<file path="src/rtl/pipe_ctrl_pkg.sv">
// Shared pipeline definitions: control FSM encoding, register-number width
// and the writeback-source encodings also used by forwarding and writeback.
package pipe_ctrl_pkg;

   localparam int REG_W = 5;

   // Writeback source select encodings.
   localparam logic [1:0] WDSEL_ALU = 2'd0;
   localparam logic [1:0] WDSEL_DM  = 2'd1;
   localparam logic [1:0] WDSEL_PC4 = 2'd2;

   // Pipeline control FSM: free running or waiting on data memory.
   typedef enum logic {
      ST_RUN      = 1'b0,
      ST_MEM_WAIT = 1'b1
   } pipe_state_e;

endpackage

</file>
<file path="src/rtl/pipe_ctrl_if.sv">
// Bundle between the pipeline datapath and the pipeline controller.
// Handshake: the MEM stage raises mem_req; the access completes in the cycle
// mem_ready is high. Until then the controller freezes every pipeline register.
interface pipe_ctrl_if #(parameter int CNT_W = 16);
   import pipe_ctrl_pkg::*;

   logic [REG_W-1:0] id_rR1;
   logic [REG_W-1:0] id_rR2;
   logic             id_re1;
   logic             id_re2;
   logic             ex_RFWr;
   logic [1:0]       ex_WDSel;
   logic [REG_W-1:0] ex_wR;
   logic             ex_br_taken;
   logic             mem_req;
   logic             mem_ready;

   logic             pc_we;
   logic             if_id_we;
   logic             id_ex_we;
   logic             ex_mem_we;
   logic             mem_wb_we;
   logic             ID_running;
   logic             EX_running;
   logic             MEM_running;
   logic             WB_running;
   logic             mem_wait;
   logic [CNT_W-1:0] stall_cnt;
   logic [CNT_W-1:0] flush_cnt;

   // Datapath side: supplies hazard information, consumes enables and flags.
   modport master (
      output id_rR1, id_rR2, id_re1, id_re2, ex_RFWr, ex_WDSel, ex_wR,
             ex_br_taken, mem_req, mem_ready,
      input  pc_we, if_id_we, id_ex_we, ex_mem_we, mem_wb_we,
             ID_running, EX_running, MEM_running, WB_running,
             mem_wait, stall_cnt, flush_cnt
   );

   // Controller side.
   modport slave (
      input  id_rR1, id_rR2, id_re1, id_re2, ex_RFWr, ex_WDSel, ex_wR,
             ex_br_taken, mem_req, mem_ready,
      output pc_we, if_id_we, id_ex_we, ex_mem_we, mem_wb_we,
             ID_running, EX_running, MEM_running, WB_running,
             mem_wait, stall_cnt, flush_cnt
   );

endinterface

</file>
<file path="src/rtl/pipe_ctrl_hazard_detect.sv">
// Combinational hazard decode: load-use, taken branch and memory stall.
module hazard_detect #(
   parameter logic [1:0] WDSEL_DM = pipe_ctrl_pkg::WDSEL_DM
) (
   input  logic                           id_running,
   input  logic                           ex_running,
   input  logic                           mem_running,
   input  logic [pipe_ctrl_pkg::REG_W-1:0] id_rR1,
   input  logic [pipe_ctrl_pkg::REG_W-1:0] id_rR2,
   input  logic                           id_re1,
   input  logic                           id_re2,
   input  logic                           ex_RFWr,
   input  logic [1:0]                     ex_WDSel,
   input  logic [pipe_ctrl_pkg::REG_W-1:0] ex_wR,
   input  logic                           ex_br_taken,
   input  logic                           mem_req,
   input  logic                           mem_ready,
   output logic                           load_use,
   output logic                           br,
   output logic                           mem_stall
);

   logic src_match;

   // A live source operand matches the EX destination; x0 never matches.
   assign src_match = (id_re1 & (id_rR1 == ex_wR)) | (id_re2 & (id_rR2 == ex_wR));

   assign load_use  = id_running & ex_running & ex_RFWr & (ex_WDSel == WDSEL_DM)
                    & (ex_wR != '0) & src_match;
   assign br        = ex_running & ex_br_taken;
   assign mem_stall = mem_running & mem_req & ~mem_ready;

endmodule

</file>
<file path="src/rtl/pipe_ctrl.sv">
// Pipeline controller: stage-valid flags, register write enables,
// memory-wait FSM and saturating stall/flush counters.
module pipe_ctrl #(
   parameter int         CNT_W    = 16,
   parameter logic [1:0] WDSEL_DM = pipe_ctrl_pkg::WDSEL_DM
) (
   input  logic      clk,
   input  logic      rst_n,
   pipe_ctrl_if.slave bus
);
   import pipe_ctrl_pkg::*;

   localparam logic [CNT_W-1:0] CNT_ONE = CNT_W'(1);

   pipe_state_e      state, state_nxt;
   logic             load_use, br, mem_stall;
   logic             id_run, ex_run, mem_run, wb_run;
   logic             id_run_nxt, ex_run_nxt, mem_run_nxt, wb_run_nxt;
   logic [4:0]       we;   // {pc, if_id, id_ex, ex_mem, mem_wb}
   logic             stall_inc, flush_inc;
   logic [CNT_W-1:0] stall_cnt, flush_cnt;

   hazard_detect #(.WDSEL_DM(WDSEL_DM)) u_hazard (
      .id_running  (id_run),
      .ex_running  (ex_run),
      .mem_running (mem_run),
      .id_rR1      (bus.id_rR1),
      .id_rR2      (bus.id_rR2),
      .id_re1      (bus.id_re1),
      .id_re2      (bus.id_re2),
      .ex_RFWr     (bus.ex_RFWr),
      .ex_WDSel    (bus.ex_WDSel),
      .ex_wR       (bus.ex_wR),
      .ex_br_taken (bus.ex_br_taken),
      .mem_req     (bus.mem_req),
      .mem_ready   (bus.mem_ready),
      .load_use    (load_use),
      .br          (br),
      .mem_stall   (mem_stall)
   );

   // Prioritised control decode: memory stall, then flush, then load-use bubble.
   always_comb begin
      state_nxt   = state;
      we          = 5'b11111;
      id_run_nxt  = 1'b1;
      ex_run_nxt  = id_run;
      mem_run_nxt = ex_run;
      wb_run_nxt  = mem_run;
      stall_inc   = 1'b0;
      flush_inc   = 1'b0;

      case (state)
         ST_RUN:      if (mem_stall)     state_nxt = ST_MEM_WAIT;
         ST_MEM_WAIT: if (bus.mem_ready) state_nxt = ST_RUN;
         default:                        state_nxt = ST_RUN;
      endcase

      if (mem_stall) begin
         // Freeze everything; pending flush/bubble re-evaluates once memory answers.
         we          = 5'b00000;
         id_run_nxt  = id_run;
         ex_run_nxt  = ex_run;
         mem_run_nxt = mem_run;
         wb_run_nxt  = wb_run;
         stall_inc   = 1'b1;
      end else if (br) begin
         // Kill the two wrong-path instructions in IF/ID and ID/EX.
         id_run_nxt  = 1'b0;
         ex_run_nxt  = 1'b0;
         flush_inc   = 1'b1;
      end else if (load_use) begin
         // Hold PC and IF/ID, insert one bubble into EX.
         we          = 5'b00111;
         id_run_nxt  = id_run;
         ex_run_nxt  = 1'b0;
         stall_inc   = 1'b1;
      end
   end

   // FSM state and stage-valid flags.
   always_ff @(posedge clk or negedge rst_n) begin
      if (!rst_n) begin
         state   <= ST_RUN;
         id_run  <= 1'b0;
         ex_run  <= 1'b0;
         mem_run <= 1'b0;
         wb_run  <= 1'b0;
      end else begin
         state   <= state_nxt;
         id_run  <= id_run_nxt;
         ex_run  <= ex_run_nxt;
         mem_run <= mem_run_nxt;
         wb_run  <= wb_run_nxt;
      end
   end

   // Saturating performance counters.
   always_ff @(posedge clk or negedge rst_n) begin
      if (!rst_n) begin
         stall_cnt <= '0;
         flush_cnt <= '0;
      end else begin
         if (stall_inc && (stall_cnt != '1)) stall_cnt <= stall_cnt + CNT_ONE;
         if (flush_inc && (flush_cnt != '1)) flush_cnt <= flush_cnt + CNT_ONE;
      end
   end

   assign bus.pc_we       = we[4];
   assign bus.if_id_we    = we[3];
   assign bus.id_ex_we    = we[2];
   assign bus.ex_mem_we   = we[1];
   assign bus.mem_wb_we   = we[0];
   assign bus.ID_running  = id_run;
   assign bus.EX_running  = ex_run;
   assign bus.MEM_running = mem_run;
   assign bus.WB_running  = wb_run;
   assign bus.mem_wait    = (state == ST_MEM_WAIT);
   assign bus.stall_cnt   = stall_cnt;
   assign bus.flush_cnt   = flush_cnt;

endmodule

</file>
<file path="src/flat_wrapper.sv">
// flat-port wrapper written by rule: the top's interface ports become plain ports
module pipe_ctrl_flat import pipe_ctrl_pkg::*;
#(
   parameter int         CNT_W    = 16,
   parameter logic [1:0] WDSEL_DM = pipe_ctrl_pkg::WDSEL_DM
)
  (clk, rst_n, bus_id_rR1, bus_id_rR2, bus_id_re1, bus_id_re2, bus_ex_RFWr, bus_ex_WDSel, bus_ex_wR, bus_ex_br_taken, bus_mem_req, bus_mem_ready, bus_pc_we, bus_if_id_we, bus_id_ex_we, bus_ex_mem_we, bus_mem_wb_we, bus_ID_running, bus_EX_running, bus_MEM_running, bus_WB_running, bus_mem_wait, bus_stall_cnt, bus_flush_cnt);
  pipe_ctrl_if #(.CNT_W(CNT_W)) bus_i ();
  input  logic clk;
  input  logic rst_n;
  input wire logic [$bits(bus_i.id_rR1)-1:0] bus_id_rR1;
  input wire logic [$bits(bus_i.id_rR2)-1:0] bus_id_rR2;
  input wire logic [$bits(bus_i.id_re1)-1:0] bus_id_re1;
  input wire logic [$bits(bus_i.id_re2)-1:0] bus_id_re2;
  input wire logic [$bits(bus_i.ex_RFWr)-1:0] bus_ex_RFWr;
  input wire logic [$bits(bus_i.ex_WDSel)-1:0] bus_ex_WDSel;
  input wire logic [$bits(bus_i.ex_wR)-1:0] bus_ex_wR;
  input wire logic [$bits(bus_i.ex_br_taken)-1:0] bus_ex_br_taken;
  input wire logic [$bits(bus_i.mem_req)-1:0] bus_mem_req;
  input wire logic [$bits(bus_i.mem_ready)-1:0] bus_mem_ready;
  output wire logic [$bits(bus_i.pc_we)-1:0] bus_pc_we;
  output wire logic [$bits(bus_i.if_id_we)-1:0] bus_if_id_we;
  output wire logic [$bits(bus_i.id_ex_we)-1:0] bus_id_ex_we;
  output wire logic [$bits(bus_i.ex_mem_we)-1:0] bus_ex_mem_we;
  output wire logic [$bits(bus_i.mem_wb_we)-1:0] bus_mem_wb_we;
  output wire logic [$bits(bus_i.ID_running)-1:0] bus_ID_running;
  output wire logic [$bits(bus_i.EX_running)-1:0] bus_EX_running;
  output wire logic [$bits(bus_i.MEM_running)-1:0] bus_MEM_running;
  output wire logic [$bits(bus_i.WB_running)-1:0] bus_WB_running;
  output wire logic [$bits(bus_i.mem_wait)-1:0] bus_mem_wait;
  output wire logic [$bits(bus_i.stall_cnt)-1:0] bus_stall_cnt;
  output wire logic [$bits(bus_i.flush_cnt)-1:0] bus_flush_cnt;
  assign bus_i.id_rR1 = bus_id_rR1;
  assign bus_i.id_rR2 = bus_id_rR2;
  assign bus_i.id_re1 = bus_id_re1;
  assign bus_i.id_re2 = bus_id_re2;
  assign bus_i.ex_RFWr = bus_ex_RFWr;
  assign bus_i.ex_WDSel = bus_ex_WDSel;
  assign bus_i.ex_wR = bus_ex_wR;
  assign bus_i.ex_br_taken = bus_ex_br_taken;
  assign bus_i.mem_req = bus_mem_req;
  assign bus_i.mem_ready = bus_mem_ready;
  assign bus_pc_we = bus_i.pc_we;
  assign bus_if_id_we = bus_i.if_id_we;
  assign bus_id_ex_we = bus_i.id_ex_we;
  assign bus_ex_mem_we = bus_i.ex_mem_we;
  assign bus_mem_wb_we = bus_i.mem_wb_we;
  assign bus_ID_running = bus_i.ID_running;
  assign bus_EX_running = bus_i.EX_running;
  assign bus_MEM_running = bus_i.MEM_running;
  assign bus_WB_running = bus_i.WB_running;
  assign bus_mem_wait = bus_i.mem_wait;
  assign bus_stall_cnt = bus_i.stall_cnt;
  assign bus_flush_cnt = bus_i.flush_cnt;
  pipe_ctrl #(.CNT_W(CNT_W), .WDSEL_DM(WDSEL_DM)) u_core (.clk(clk), .rst_n(rst_n), .bus(bus_i));
endmodule
</file>
<file path="config.mk">
export PLATFORM = sky130hd
export DESIGN_NAME = pipe_ctrl_flat
export DESIGN_NICKNAME = d
export VERILOG_FILES = /design/src/rtl/pipe_ctrl_pkg.sv /design/src/rtl/pipe_ctrl_if.sv /design/src/rtl/pipe_ctrl_hazard_detect.sv /design/src/rtl/pipe_ctrl.sv /design/src/flat_wrapper.sv
export SDC_FILE = /design/constraint.sdc
export NUM_CORES = 1
export LEC_CHECK = 0
export ABC_AREA = 1
export BUFFER_PORTS_ARGS = -buffer_cell sky130_fd_sc_hd__buf_2
export CELL_PAD_IN_SITES_DETAIL_PLACEMENT = 1
export CELL_PAD_IN_SITES_GLOBAL_PLACEMENT = 1
export CORE_UTILIZATION = 33
export DETAILED_ROUTE_END_ITERATION = 6
export HOLD_SLACK_MARGIN = 0.12
export PLACE_DENSITY = 0.72
export SKIP_CTS_REPAIR_TIMING = 1
export SLEW_MARGIN = 5
export SYNTH_ARGS = -nofsm -noshare
export SYNTH_HDL_FRONTEND = slang
export SYNTH_SLANG_ARGS = --single-unit
export TNS_END_PERCENT = 100
</file>
<file path="constraint.sdc">
create_clock -name clk -period 1.55 [get_ports clk]
set_clock_uncertainty 0.2 [all_clocks]
set_input_delay 0.155 -clock clk [delete_from_list [all_inputs] [get_ports clk]]
set_output_delay 0.155 -clock clk [all_outputs]
set_load 0.005 [all_outputs]
</file>
Word level (Yosys, flattened, before mapping)
Index checks and enable logic that the tools add are counted.

Flip-flop bits (word level): 37. Bits in latches: 0. Memory bits (writable): 0. ROM bits: 0. Input bits: 25. Output and inout port bits: 42. Memories: 0.

Add/subtract/negate cells: 2. $mul: 0. Divide/modulo/power cells: 0. Magnitude comparators: 0. Equal/unequal tests: 6. Shift-type cells: 0. Mux-type cells: 15. Bitwise logic cells: 14. Reductions and logical operators: 4.

Operator list (number): adder 16 x 1 -> 16 bit, second input constant (2); != test 16 bit, second input constant (2); 2-to-1 mux 5 bit (3); 2-to-1 mux 1 bit (11); bitwise AND 1 bit (10); equality test 5 bit (2); nonzero test 5 bit (1); NOT 1 bit (3); equality test 2 x 1 -> 1 bit, second input constant (1); logical AND 1 bit (2); != test 2 bit, second input constant (1); one-hot mux 1 bit (2 select lines) (1); AND reduction 2 bit (1); OR 1 bit (1).

Logic depth before layout (Yosys ltp)
Depth after elaboration: 9. Depth in mapped cells: 12. Depth with buffers taken out: 11.

Cells and area by module
A second synthesis with hierarchy kept.

Cell total of the unflattened synthesis: 371. Area total of the unflattened synthesis: 2449.8 µm².

Modules (own cells, without submodules): pipe_ctrl (instances 1, cells each 313, area an instance 2214.6 µm², sequential area each 925.9 µm²); hazard_detect (instances 1, cells each 58, area an instance 235.2 µm², sequential area each 0.0 µm²).

Worst setup path after synthesis
No wires, ideal clock.

Path type: reg2reg. From: reg u_core.flush_cnt[0] (netlist: u_core.bus.flush_cnt[0]). To: reg u_core.flush_cnt[5] (netlist: u_core.bus.flush_cnt[5]). Setup time: 0.125 ns. Data arrival time: 1.375 ns. Required time: 1.225 ns. Setup slack: -0.150 ns. Cell stages (with the launch flop): 10. Period minus slack after synthesis: 1.700 ns. Path through: dfrtp_1 ha_1 nand3_1 nor3_2 nand3_1 nand2_1 buf_4 nor2_1 nand2_1 xnor2_1.

Longest elaborated chain between the ends: 2.

RTL lines: start: declaration (RTL line pipe_ctrl.sv:21) `logic [CNT_W-1:0] stall_cnt, flush_cnt;`; start signal: assignment (RTL line pipe_ctrl.sv:105) `if (flush_inc && (flush_cnt != '1)) flush_cnt <= flush_cnt + CNT_ONE;`; branches (longest 2 deep; another with adder 16 x 1 -> 16 bit).

Parallel ways; which one is timed is not known. A chain may end at the register's enable or synchronous reset.

Final worst setup path
From: reg u_core.flush_cnt[1] (netlist: u_core.bus.flush_cnt[1]). To: reg u_core.flush_cnt[8] (netlist: u_core.bus.flush_cnt[8]).

The elaborated chain is that of the path after synthesis.

==> metrics.cfg <==
[hold_path]
hold_path_class=input port to flop
worstHoldStart=bus_mem_ready

[synth]
yosysSeqAreaShare_pct=40.04
synth_cells=309
syn_area_um2=2312
synth_seq_cells=37
synth_top_area_share_pct=40.04
synth_largest_area_cell=dfrtp_1
synth_nets=336
yosys_warnings=0
synth_cell_types=30
avgSynthCellArea_um2=7.483
synthTopCellsByArea=dfrtp_1 40%, nand2_1 17%, inv_1 6.7%, nand3_1 5.8%, xor2_1 5.7%

[global_route]
grt_usage_pct=19.32
grt_first_pass_wirelength_um=11250
grt_pass1_vias=2531
antenna_found_initial=0
overflow=0
grt_max_degree=18

[layout]
final_core_util_pct=57.13
nNetsFinal=499
seqCellArea_um2=928.4
num-fill-cells=861
area_growth_syn_to_layout_pct=67.86
layout-drive-gt1-share_pct=47.57
insertedDiodeCount=0
multiInputGateArea_um2=1416

[detailed_routing]
wl_um=8369
drt_pass1_iterations=4
antenna_left=0
vias=2620
viasPerCell=4.605
route.detailed.drc=0
wire_per_inst_um=14.71
first_iter_violations=47

[timing]
hold_violations=0
finalCritPeriodShare_pct=119.3
finalCriticalPeriod_ns=1.849
tightest_slew_ns=0.4515
grt_setup_unrepaired=true
fin_ws_ns=-0.2991
finalSetupViolations=34
slew_headroom_pct=69.80
fmax_mhz=540.8
finalMaxSlewViolations=0

[place]
hpwl_um=5420
gp_congestion=0.7543
io_buffer_count=66
pre_cts_ws_ns=-0.2222

[clock_tree]
clock_sinks=37
cts_buffer_depth=2
cts_buffers=5
cts_tree=built
htree_levels=2
insertion_delay_ns=0.30
clock_tree.root_cell=clkbuf_8
clkTransAtPathRegs_ns=0.08

[worst_setup_path]
slowest_stage=dfrtp_1
crit_family=simple AND/OR/NAND/NOR gates
worstPathArrival_ns=1.82
path_cells=ha_4, nand3_4, nor3_4, nand3_2, nand2_4, buf_12, nor3_4, xor2_1
setup.worst_path.start_class=flop
critPathKind=flop to flop
crit_path_start=u_core.bus.flush_cnt[1]
worst-path-max-fanout=7
critPathRequiredTime_ns=1.52
end_kind=flop
r2r_slack_ns=-0.30
crit_top_cell=nor3_4
r2r-start=u_core.bus.flush_cnt[1]
slowest_delay_ns=0.44
crit_buf_inv=1

[floorplanning]
io_pins=67
initial_core_util_pct=34.03
die_area_um2=7345
die_w_um=85.71
core_area_um2=6794
die_h_um=85.71
rows=30

[run]
maxCapViolCount=0

[outcome]
violations=setup timing
run_status=complete, but fails checks

[power_and_ir_drop]
peakVddDrop_mv=0.9026
power.density_nw_per_um2=983.0
leakage_nw=2.121

==> report_power, final <==
part | total (mW) | switching (mW) | internal [mW]
Clock | 0.783 | 0.381 | 0.403
Combinational | 1.68 | 0.761 | 0.915
Sequential | 1.36 | 0.213 | 1.14
Total | 3.82 | 1.36 | 2.46
==> tightest hold or removal path, cell delays in order <==
cell	delay (ns)
buf_2	0.07
inv_1	0.05
buf_4	0.15
nand2_1	0.05
o21a_1	0.10
==> synthesized netlist by cell type <==
cell        n
nand3_1    27
nor3b_1     1
nor3_2      2
nand2_4     1
nor3_1     11
nand3_2     2
nor2_1     22
nand2_2     2
buf_4       4
o21a_1      1
inv_1      41
nor2_4      2
xor2_1     15
o22ai_1     1
nor3_4      1
o21ai_0     3
dfrtp_1    37
nor2_2      2
a31oi_1     2
nand4_4     2
xnor2_1     6
inv_2       4
nand4_1     6
nand3b_2    1
nand3b_1    1
buf_6       2
ha_1        2
nand3_4     1
a21oi_1     1
nand2_1   106
==> kinds of logic (layout without fill, tap and decap cells) <==
logic type	Yosys count	count (layout)	synth area share [%]
DFF	37	37	40.04
and+or+nand+nor	190	190	39.34
adders and majority gates	2	2	1.082
AOI/OAI and AO/OA	8	8	2.002
xor gates and xnor gates	21	21	7.955
buffers and inverters	51	215	9.578
==> path summary, 6_finish.rpt <==
check	cells past startpoint	end
setup reg to reg	8	u_core.bus.flush_cnt[8]
min in group asynchronous	3	u_core.bus.mem_wait
hold / removal	5	u_core.bus.WB_running
hold reg to reg	1	u_core.bus.WB_running
setup / recovery	8	u_core.bus.flush_cnt[8]
max in group asynchronous	3	u_core.bus.stall_cnt[3]
==> layout make-up <==
| type | instances | share of cell area, % |
|---|---|---|
| clock buffers | 7 | 2.482 |
| clock inverters | 1 | 0.1289 |
| inverters | 45 | 4.545 |
| multi-input cells | 221 | 36.49 |
| flip-flops and latches | 37 | 23.92 |
| well taps | 96 | 3.095 |
| repair buffers | 162 | 29.34 |
==> sequential cells by signal, indices dropped and copies added (netlist names) <==
register / cells
u_core.bus.EX_running: 1
u_core.bus.ID_running: 1
u_core.bus.MEM_running: 1
u_core.bus.WB_running: 1
u_core.bus.flush_cnt: 16
u_core.bus.mem_wait: 1
u_core.bus.stall_cnt: 16
==> routing by layer <==
| metal | global-route usage [%] | routed length [µm] |
|---|---|---|
| met2 | 33.38 | 4582 |
| met4 | 6.667 | 106 |
| met1 | 24.64 | 3446 |
| met5 | 0 | 0 |
| met3 | 2.887 | 234 |
==> cells in the final DEF (no fill, tap or decap), types with 2 or more instances in the layout <==
cell	n
nor3_2	4
buf_6	10
nand4_1	6
buf_4	80
nor2_2	4
nand3_4	5
nand2_4	3
nand2_1	100
clkbuf_8	7
nand3_2	6
nor3_1	6
nor2_1	15
xnor2_1	5
ha_4	2
dlygate4sd3_1	4
o21ai_1	2
xor2_1	15
dfrtp_1	35
inv_2	7
inv_1	36
buf_12	3
nor2_4	7
nand2_2	5
nand4_4	2
dfrtp_2	2
buf_2	65
nand3_1	19
nor3_4	4
==> metrics by stage <==
| stage | cells | TNS (ns) | hold slack (ns) | power [mW] | cell area [µm²] |
|---|---|---|---|---|---|
| final | 569 | -6.817 | 0.1139 | 3.815 | 3881 |
| after global routing | 569 | -10.14 | 0.1283 | 4.066 | 3881 |
| after CTS | 550 | -5.624 | -0.4659 | 3.403 | 3472 |
| after detailed placement | 542 | -4.071 | -0.1369 | 2.613 | 3371 |
| after global placement | 542 | -0.9600 | -0.1481 | 2.570 | 3371 |
| after floorplan | 309 | -0.6000 | -0.3406 | 1.884 | 2377 |
Note: power is estimated with default switching activity, not from simulation.
